--- src/rtl/alu_pkg.sv ---
// Shared ALU control encodings, RV32I opcode/funct constants and the base funct3 -> ALU op map.
// Imported by the decoder, the immediate generator and the ALU itself.
package alu_pkg;

    typedef enum logic [3:0] {
        ALU_ADD  = 4'd0,
        ALU_SUB  = 4'd1,
        ALU_SLL  = 4'd2,
        ALU_SRA  = 4'd3,
        ALU_SRL  = 4'd4,
        ALU_OR   = 4'd5,
        ALU_XOR  = 4'd6,
        ALU_SLT  = 4'd7,
        ALU_SLTU = 4'd8,
        ALU_AND  = 4'd9
    } alu_op_e;

    typedef enum logic [1:0] {
        A_RS1  = 2'd0,
        A_PC   = 2'd1,
        A_ZERO = 2'd2
    } a_sel_e;

    typedef enum logic [2:0] {
        IMM_NONE,
        IMM_I,
        IMM_S,
        IMM_B,
        IMM_U,
        IMM_J,
        IMM_SHAMT
    } imm_fmt_e;

    localparam logic [6:0] OPC_OP     = 7'b0110011;
    localparam logic [6:0] OPC_OP_IMM = 7'b0010011;
    localparam logic [6:0] OPC_LUI    = 7'b0110111;
    localparam logic [6:0] OPC_AUIPC  = 7'b0010111;
    localparam logic [6:0] OPC_LOAD   = 7'b0000011;
    localparam logic [6:0] OPC_STORE  = 7'b0100011;
    localparam logic [6:0] OPC_JAL    = 7'b1101111;
    localparam logic [6:0] OPC_JALR   = 7'b1100111;
    localparam logic [6:0] OPC_BRANCH = 7'b1100011;

    localparam logic [6:0] F7_BASE = 7'b0000000;
    localparam logic [6:0] F7_ALT  = 7'b0100000;

    // funct3 map shared by OP and OP-IMM before the funct7 alternate (SUB/SRA) is applied.
    function automatic alu_op_e base_alu(input logic [2:0] f3);
        case (f3)
            3'b000:  base_alu = ALU_ADD;
            3'b001:  base_alu = ALU_SLL;
            3'b010:  base_alu = ALU_SLT;
            3'b011:  base_alu = ALU_SLTU;
            3'b100:  base_alu = ALU_XOR;
            3'b101:  base_alu = ALU_SRL;
            3'b110:  base_alu = ALU_OR;
            default: base_alu = ALU_AND;
        endcase
    endfunction

endpackage

--- src/rtl/alu_op_decoder_imm_gen.sv ---
// Immediate extraction by format, sign-extended to XLEN (XLEN >= 32); shift-immediates yield the zero-extended shamt.
// Purely combinational, no latency; no flow control.
// Backpressure: none, follows its inputs every cycle.
module imm_gen
    import alu_pkg::*;
#(
    parameter int XLEN = 32
) (
    input  logic [31:7]     instr,
    input  imm_fmt_e        fmt,
    output logic [XLEN-1:0] imm
);

    logic [31:0] imm32;

    always_comb begin
        imm32 = '0;
        case (fmt)
            IMM_I:     imm32 = {{20{instr[31]}}, instr[31:20]};
            IMM_S:     imm32 = {{20{instr[31]}}, instr[31:25], instr[11:7]};
            IMM_B:     imm32 = {{19{instr[31]}}, instr[31], instr[7], instr[30:25], instr[11:8], 1'b0};
            IMM_U:     imm32 = {instr[31:12], 12'h000};
            IMM_J:     imm32 = {{11{instr[31]}}, instr[31], instr[19:12], instr[20], instr[30:21], 1'b0};
            IMM_SHAMT: imm32 = {27'd0, instr[24:20]};
            default:   imm32 = '0;
        endcase
    end

    assign imm = XLEN'($signed(imm32));

endmodule

--- src/rtl/alu_op_decoder.sv ---
// RV32I decode stage: ALU op, operand selects, immediate, register indices, illegal flag and saturating illegal count.
// Latency 1: an accepted instruction appears in the single-entry output register on the next cycle.
// Backpressure: in_ready = !out_valid || out_ready; the held bundle is frozen while stalled; flush kills held and incoming.
module alu_op_decoder
    import alu_pkg::*;
#(
    parameter int XLEN  = 32,
    parameter int CNT_W = 16
) (
    input  logic             clk,
    input  logic             reset,
    input  logic             in_valid,
    output logic             in_ready,
    input  logic [31:0]      in_instr,
    input  logic [XLEN-1:0]  in_pc,
    input  logic             flush,
    output logic             out_valid,
    input  logic             out_ready,
    output logic [3:0]       alu_ctrl,
    output logic [1:0]       a_sel,
    output logic             b_sel,
    output logic [XLEN-1:0]  imm,
    output logic [4:0]       rs1,
    output logic [4:0]       rs2,
    output logic [4:0]       rd,
    output logic             reg_write,
    output logic [XLEN-1:0]  out_pc,
    output logic             illegal,
    output logic [CNT_W-1:0] illegal_cnt
);

    typedef struct packed {
        alu_op_e         alu;
        a_sel_e          a_sel;
        logic            b_sel;
        logic [XLEN-1:0] imm;
        logic [4:0]      rs1;
        logic [4:0]      rs2;
        logic [4:0]      rd;
        logic            reg_write;
        logic [XLEN-1:0] pc;
        logic            illegal;
    } bundle_t;

    localparam logic [CNT_W-1:0] CNT_MAX = {CNT_W{1'b1}};

    logic [6:0]      opcode;
    logic [2:0]      f3;
    logic [6:0]      f7;
    logic            legal;
    imm_fmt_e        fmt;
    logic [XLEN-1:0] imm_w;
    bundle_t         dec_raw;
    bundle_t         dec;
    bundle_t         held;
    logic            load;

    assign opcode = in_instr[6:0];
    assign f3     = in_instr[14:12];
    assign f7     = in_instr[31:25];

    imm_gen #(.XLEN(XLEN)) u_imm_gen (
        .instr (in_instr[31:7]),
        .fmt   (fmt),
        .imm   (imm_w)
    );

    always_comb begin
        dec_raw       = '0;
        dec_raw.alu   = ALU_ADD;
        dec_raw.a_sel = A_RS1;
        dec_raw.rs1   = in_instr[19:15];
        dec_raw.rs2   = in_instr[24:20];
        dec_raw.rd    = in_instr[11:7];
        fmt           = IMM_NONE;
        legal         = 1'b1;
        case (opcode)
            OPC_OP: begin
                dec_raw.alu       = base_alu(f3);
                dec_raw.reg_write = 1'b1;
                if (f7 == F7_ALT && (f3 == 3'b000 || f3 == 3'b101))
                    dec_raw.alu = (f3 == 3'b000) ? ALU_SUB : ALU_SRA;
                else if (f7 != F7_BASE)
                    legal = 1'b0;
            end
            OPC_OP_IMM: begin
                dec_raw.alu       = base_alu(f3);
                dec_raw.b_sel     = 1'b1;
                dec_raw.reg_write = 1'b1;
                fmt               = IMM_I;
                // Shift-immediates reuse imm[11:5] as funct7, so only the shamt is forwarded.
                if (f3 == 3'b001) begin
                    fmt   = IMM_SHAMT;
                    legal = (f7 == F7_BASE);
                end else if (f3 == 3'b101) begin
                    fmt   = IMM_SHAMT;
                    legal = (f7 == F7_BASE) || (f7 == F7_ALT);
                    if (f7 == F7_ALT)
                        dec_raw.alu = ALU_SRA;
                end
            end
            OPC_LUI, OPC_AUIPC: begin
                dec_raw.a_sel     = (opcode == OPC_LUI) ? A_ZERO : A_PC;
                dec_raw.b_sel     = 1'b1;
                dec_raw.reg_write = 1'b1;
                fmt               = IMM_U;
            end
            OPC_LOAD, OPC_JALR: begin
                dec_raw.b_sel     = 1'b1;
                dec_raw.reg_write = 1'b1;
                fmt               = IMM_I;
                if (opcode == OPC_JALR)
                    legal = (f3 == 3'b000);
            end
            OPC_STORE: begin
                dec_raw.b_sel = 1'b1;
                fmt           = IMM_S;
            end
            OPC_JAL: begin
                dec_raw.a_sel     = A_PC;
                dec_raw.b_sel     = 1'b1;
                dec_raw.reg_write = 1'b1;
                fmt               = IMM_J;
            end
            OPC_BRANCH: begin
                fmt = IMM_B;
                case (f3[2:1])
                    2'b00:   dec_raw.alu = ALU_SUB;
                    2'b10:   dec_raw.alu = ALU_SLT;
                    2'b11:   dec_raw.alu = ALU_SLTU;
                    default: legal = 1'b0;
                endcase
            end
            default: legal = 1'b0;
        endcase
    end

    always_comb begin
        dec           = dec_raw;
        dec.imm       = imm_w;
        dec.reg_write = dec_raw.reg_write && (in_instr[11:7] != 5'd0);
        if (!legal) begin
            dec         = '0;
            dec.illegal = 1'b1;
        end
        dec.pc = in_pc;
    end

    assign in_ready = !out_valid || out_ready;
    assign load     = in_valid && in_ready && !flush;

    always_ff @(posedge clk) begin
        if (reset) begin
            out_valid   <= 1'b0;
            held        <= '0;
            illegal_cnt <= '0;
        end else if (flush) begin
            out_valid <= 1'b0;
        end else begin
            if (load) begin
                out_valid <= 1'b1;
                held      <= dec;
            end else if (out_ready) begin
                out_valid <= 1'b0;
            end
            if (out_valid && out_ready && held.illegal && illegal_cnt != CNT_MAX)
                illegal_cnt <= illegal_cnt + CNT_W'(1);
        end
    end

    assign alu_ctrl  = held.alu;
    assign a_sel     = held.a_sel;
    assign b_sel     = held.b_sel;
    assign imm       = held.imm;
    assign rs1       = held.rs1;
    assign rs2       = held.rs2;
    assign rd        = held.rd;
    assign reg_write = held.reg_write;
    assign out_pc    = held.pc;
    assign illegal   = held.illegal;

endmodule

--- config.mk ---
export PLATFORM = sky130hd
export DESIGN_NAME = alu_op_decoder
export DESIGN_NICKNAME = d
export VERILOG_FILES = /design/src/rtl/alu_pkg.sv /design/src/rtl/alu_op_decoder_imm_gen.sv /design/src/rtl/alu_op_decoder.sv
export SDC_FILE = /design/constraint.sdc
export NUM_CORES = 1
export LEC_CHECK = 0
export CORE_ASPECT_RATIO = 1.25
export CORE_UTILIZATION = 47
export DETAILED_ROUTE_END_ITERATION = 6
export HOLD_SLACK_MARGIN = 0.12
export PLACE_DENSITY = 0.93
export RECOVER_POWER = 25
export SYNTH_ARGS = -nofsm -noshare
export SYNTH_HDL_FRONTEND = slang
export SYNTH_SLANG_ARGS = --single-unit
--- constraint.sdc ---
create_clock -name clk -period 6.9 [get_ports clk]
set_input_delay 2.07 -clock clk [delete_from_list [all_inputs] [get_ports clk]]
set_output_delay 2.07 -clock clk [all_outputs]
set_load 0.03 [all_outputs]
==> results of run 1 <==
[sequential cells by signal, summed over array words and instances (netlist names), 2 cells and up]
name,flops
alu_ctrl,4
out_pc,32
rs1,5
rd,5
illegal_cnt,16
imm,32
rs2,5
a_sel,2
[cells in the mapped netlist (2+ instances only)]
| cell type | count |
|---|---|
| buf_6 | 3 |
| and2_1 | 4 |
| a31oi_1 | 4 |
| buf_2 | 7 |
| and4_1 | 3 |
| nand2_1 | 107 |
| o21ai_1 | 16 |
| nor3_1 | 12 |
| nand4_1 | 6 |
| a22oi_1 | 28 |
| nand3_1 | 11 |
| a21oi_1 | 40 |
| nor2_1 | 24 |
| and3b_1 | 3 |
| o21ai_0 | 12 |
| a2111o_1 | 2 |
| a311o_1 | 2 |
| a32o_1 | 10 |
| nor4_1 | 2 |
| nor2b_1 | 2 |
| a22o_1 | 20 |
| and3_1 | 3 |
| a211oi_1 | 4 |
| clkbuf_1 | 32 |
| a222oi_1 | 8 |
| or3_1 | 5 |
| buf_1 | 2 |
| inv_1 | 6 |
| nor3b_1 | 3 |
| nand2b_1 | 4 |
| xnor2_1 | 14 |
| dfxtp_1 | 105 |
[where the power goes]
group	switching [mW]	internal (mW)	total, mW
Sequential	0.00500	0.616	0.621
Combinational	0.0838	0.0650	0.149
Clock	0.227	0.340	0.568
Total	0.316	1.02	1.34
[layout make-up]
class,instances,area [sq um],area share (%)
Clock inverter,5,85.1,1.29
Inverter,6,22.5,0.341
Timing Repair Buffer,178,1770,26.7
Multi-Input combinational cell,373,2220,33.6
Sequential cell,105,2100,31.8
Tap cell,123,154,2.33
Clock buffer,11,253,3.83
[metal layers]
metal / GRT usage (%) / wire (um) / up-vias
li1: - / - / 2206
met1: 30.6 / 5350 / 2134
met2: 47.3 / 6720 / 180
met3: 7.64 / 1050 / 27
met4: 11.1 / 376 / 0
met5: 0 / 0 / -
[worst paths after layout]
| kind | start | endpoint | cells after the start |
|---|---|---|---|
| hold reg to reg | imm[17] | imm[17] | 2 |
| setup / recovery | out_ready | in_ready | 3 |
| hold / removal | imm[17] | imm[17] | 2 |
| setup reg to reg | illegal_cnt[0] | illegal_cnt[12] | 6 |
[worst max-delay path, cell delays in order]
cell,delay (ns)
clkdlybuf4s50_1,0.48
nand2b_1,0.25
clkdlybuf4s50_1,0.72
[cell families (layout without fill, tap and decap cells)]
family | after synthesis | after routing | synth area share [%]
XOR/XNOR | 15 | 15 | 2.91
adder cells (fa/ha/maj) | 1 | 1 | 0.277
flip-flops | 105 | 105 | 46.6
AND/OR/NAND/NOR | 201 | 201 | 21.0
AO/OA/AOI/OAI | 156 | 156 | 24.4
buffers and inverters | 50 | 200 | 4.85
[through the flow]
stage | std cells | worst slack (ns)
2_1_floorplan | 528 | 2.43
3_3_place_gp | 785 | 1.36
3_5_place_dp | 785 | 1.34
4_1_cts | 801 | 1.32
5_1_grt | 801 | 1.25
6_report | 801 | 1.31
==> impl_results.md, run 1 <==
* DRT Wirelength at about 13000 um
* Pin count of the biggest net entering global routing at just under 70
* WL/cell at 16.9 um
* # diodes at 0
* Arr. time, crit path at 3.52 ns
* Total grt overflow at 0
* Top-area cell type share of the netlist area at between 40% and 50%
* Top cells by area, synth: dfxtp_1 47%, nand2_1 8.9%, a22oi_1 4.7%
* Total of max-cap violations at 1
* Die H at 112 um
* Antenna Nets Post-Route at 0
* # rows at 39
* Asr flop ratio synth at 0%
* Critical path peak fanout at 5
* Failing checks: capacitance limit, slew limit
* Setup CP Type: input pin to primary output
* Final setup TNS at 0 ns
* Drc violations at 0
* # IOs at between 150 and 200
* Cell area after synthesis at between 4000 and 5000 sq um
* Endpoints failing hold at 0
* Cell area after layout at roughly 6600 sq um
* HPWL after DPL at about 9500 um
* Final setup viols at 0
* Critical Path Start Type: input pin
* Syn nets at about 600
* Initial antenna violation count at 0
* Post-CTS sizing at 0
* Peak supply drop at roughly 0.00017 V
* IO Port Bufs at between 150 and 200
* Pins Over Slew Limit at between 50 and 60
* Most common cell after layout, fill and taps aside: clkdlybuf4s50_1
* Peak Freq at 179 MHz
* DIE WIDTH at roughly 90 um
* Critical path data required time at a little under 5 ns
* Synth area leader: dfxtp_1
* Worst slew pin tran at 2.48 ns
* Postcts setup bufs at 0
* Mapped Cells at around 530
* Crit share post-route at 81.0%
* Starting Density at between 40% and 50%
* Reg2Reg Setup Slack at roughly 4.4 ns
* Rel. slew slack at -65.0%
* Share of layout cells above drive strength 1 at under 10%
* Vias after detailed routing at between 4k and 5k
* Clock skew at 0.00725 ns
* DR pass1 iterations at 5
* Final nets at 743
* Ys flop type: dfxtp_1
* Commonest non-fill, non-tap cells in the layout: 127 x clkdlybuf4s50_1, 107 x nand2_1, 105 x dfxtp_1, 46 x dlygate4sd3_1, 40 x a21oi_1
* Clk_lat worst skew at around 0.34 ns
* CTS buffer count at 9
* Hold slack at about 0.44 ns
* Vias per cell at roughly 5.7
* CTS H-tree depth at 3
* Status: complete, but fails checks
* Clk buf depth at 2
* First-pass GRT wire length at roughly 21000 um
* Synth unique cells at 56
* Leakage Power at about 2.3 nW
* Flops & latches, synth at 105
* RSZ-0062 raised after global routing: no
* Area of placed instances at ~6300 sq um
* Tot Pwr at between 1 and 1.5 mW
* Initial DRC Count at between 200 and 250
* Vias in the first global route at between 4k and 5k
* CORE AREA at around 9200 sq um
* # hold bufs at CTS at 0
* Syn Area/Cell at 8.55 sq um
* Crit. End Element: primary output
* Layout Utilization at 71.6%
* GRT Util Overall at a little over a quarter
* Die area at between 10000 and 15000 sq um
* Warnings from Yosys at 0
* CTS sink count at approximately 110
* Routability cong. at 0.920
* Clock-pin slew on the worst setup and hold paths at around 0.070 ns
* # fillers at a little under 700
* Register area share after synthesis at between 40% and 50%
* P&R area growth vs syn at 46.2%
* Root Driver: clkbuf_16
* Pwr dens at 203 nW/um^2
* Post-route minimum period at 5.59 ns
* CTS tree: done
* Hold WC Path Type: register to register
* Number of enable flip-flop cells after synthesis at 0
(Power assumes the default switching activity.)
==> inputs of run 2 (changes only) <==
Settings changed: CORE_UTILIZATION 47 to 40, PLACE_DENSITY 0.93 to 0.85.
Clock period 6.9 ns to 4.95 ns, I/O delays scaled along.
==> impl_results.md, run 2 (same netlist as run 1, synthesis figures left out) <==
* Total of max-cap violations at 0 (-1)
* Endpoints failing hold at 0 (unchanged)
* Hold slack at 0.446 ns (+0.00209 ns)
* Final setup TNS at 0 ns (unchanged)
* # diodes at 0 (unchanged)
* Die H at 121 um (+8.2%)
* Postcts setup bufs at 0 (unchanged)
* Setup CP Type: input pin to primary output
* Crit. End Element: primary output
* CTS H-tree depth at 3 (unchanged)
* Buf/Inv on CP at 2 (unchanged)
* GRT Util Overall at 22.0% (-5.3 points)
* Post-CTS sizing at 0 (unchanged)
* CTS tree: done
* Routability cong. at 0.943 (+2.5%)
* Clock share of power at 40.1% (-2.4 points)
* Leakage Power at 2.35 nW (about the same)
* RSZ-0062 raised after global routing: no
* DIE WIDTH at 97.0 um (+8.2%)
* Combinational group share of total power at 11.7% (+0.6 points)
* Pins Over Slew Limit at 0 (-100%)
* Most common cell after layout, fill and taps aside: clkdlybuf4s50_1
* Rel. slew slack at 15.6% (+81 points)
* CORE AREA at 11000 sq um (+20%)
* Clock skew at 0.00934 ns (+0.00209 ns)
* Commonest non-fill, non-tap cells in the layout: 127 x clkdlybuf4s50_1, 107 x nand2_1, 105 x dfxtp_1, 46 x dlygate4sd3_1, 40 x a21oi_1
* Hold path depth at 2 (unchanged)
* Final setup viols at 0 (unchanged)
* Status: finished clean
* Sw Share at 24.4% (+0.76 points)
* CTS buffer count at 9 (unchanged)
* Arr. time, crit path at 2.97 ns (-0.55 ns)
* Clk_lat worst skew at 0.34 ns (about the same)
* R2R depth at 6 (unchanged)
* Int Pwr at 1.36 mW (+33%)
* # fillers at 922 (+37%)
* Peak supply drop at 0.000163 V (-1.6%)
* Clock-pin slew on the worst setup and hold paths at 0.07 ns (about the same)
* DR pass1 iterations at 4 (-1)
* Total grt overflow at 0 (unchanged)
* Critical path peak fanout at 5 (unchanged)
* Switching Power at 0.438 mW (+39%)
* Sequential share of power at 48.2% (+1.8 points)
* Vias in the first global route at 4372 (-1.7%)
* Vias per cell at 5.65 (-0.50%)
* Share of layout cells above drive strength 1 at 4.70% (+0.57 points)
* Critical path data required time at 3.46 ns (-1.37 ns)
* Critical Path Start Type: input pin
* CP top delay family: buffers and inverters
* Drc violations at 0 (unchanged)
* HPWL after DPL at 9670 um (+1.2%)
* Pwr dens at 272 nW/um^2 (+34%)
* Antenna Nets Post-Route at 0 (unchanged)
* # IOs at 175 (unchanged)
* First-pass GRT wire length at 21100 um (-0.75%)
* Crit-path slowest cell: clkdlybuf4s50_1
* P&R area growth vs syn at 46.4% (about the same)
* WL/cell at 16.4 um (-2.9%)
* Peak Freq at around 220 MHz
* Stages on the worst setup path at 3 (unchanged)
* Clk buf depth at 2 (unchanged)
* IO Port Bufs at 174 (unchanged)
* # rows at 43 (+10%)
* CP max stage delay at 0.71 ns (about the same)
* Final nets at 746 (+0.40%)
* Hold WC Path Type: register to register
* Pin count of the biggest net entering global routing at 36 (-47%)
* Cell Chain, Critical Path: dlygate4sd3_1 -> nand2b_1 -> clkdlybuf4s50_1
* Post-route minimum period at ~4.5 ns
* Crit share post-route at roughly 90%
* Layout Utilization at 59.9% (-12 points)
* Die area at 11700 sq um (+17%)
* Initial antenna violation count at 0 (unchanged)
* Root Driver: clkbuf_16
* Starting Density at 40.9% (-8.0 points)
* CTS sink count at 105 (unchanged)
* Vias after detailed routing at 4609 (+1.4%)
* # hold bufs at CTS at 0 (unchanged)
* Worst slew pin tran at 1.26 ns (-1.21 ns)
* DRT Wirelength at 13300 um (-1.1%)
* Initial DRC Count at 212 (-12%)
run 2: tightest hold or removal path: stages (launching register included):
cell and delay, ns:
dfxtp_1 0.31, nand2_1 0.05, o21ai_1 0.05
run 2: power groups by stage:
stage / clock network (mW) / registers (mW) / logic (mW)
final: 0.720 / 0.865 / 0.210
after global routing: 0.769 / 0.867 / 0.223
after CTS: 0.737 / 0.866 / 0.212
after detailed placement: 0 / 0.885 / 0.211
after global placement: 0 / 0.884 / 0.207
after floorplan: 0 / 0.912 / 0.0746
run 2: path summary, 6_finish.rpt:
kind | endpoint | slack (ns) | from
worst max-delay path | in_ready | 0.49 | out_ready
worst min-delay path | imm[19] | 0.45 | imm[19]
worst max register to register | illegal_cnt[7] | 2.56 | illegal_cnt[0]
worst min register to register | imm[19] | 0.45 | imm[19]
run 2: metal layers:
metal | global-route usage (%) | part of all wire (%)
met1 | 24.7 | 40
met2 | 39.1 | 50
met3 | 5.55 | 6.9
met4 | 9.51 | 2.4
met5 | 0 | 0
run 2: through the flow:
| step | instances | total power, mW | cell area (sq um) | setup slack, ns |
|---|---|---|---|---|
| finish | 816 | 1.79 | 6610 | 0.493 |
| global route | 816 | 1.86 | 6610 | 0.392 |
| CTS | 816 | 1.81 | 6610 | 0.560 |
| detailed placement | 800 | 1.10 | 6300 | 0.554 |
| global placement | 800 | 1.09 | 6300 | 0.581 |
| floorplan | 528 | 0.987 | 4510 | 1.65 |
run 2: cell type report:
type,count,area (sq um),area share [%]
tap,135,169,2.56
inverter,6,22.5,0.341
multi-input combinational,373,2220,33.6
clock buffer,10,239,3.62
timing repair buffer,181,1790,27.1
clock inverter,6,65.1,0.985
sequential,105,2100,31.8
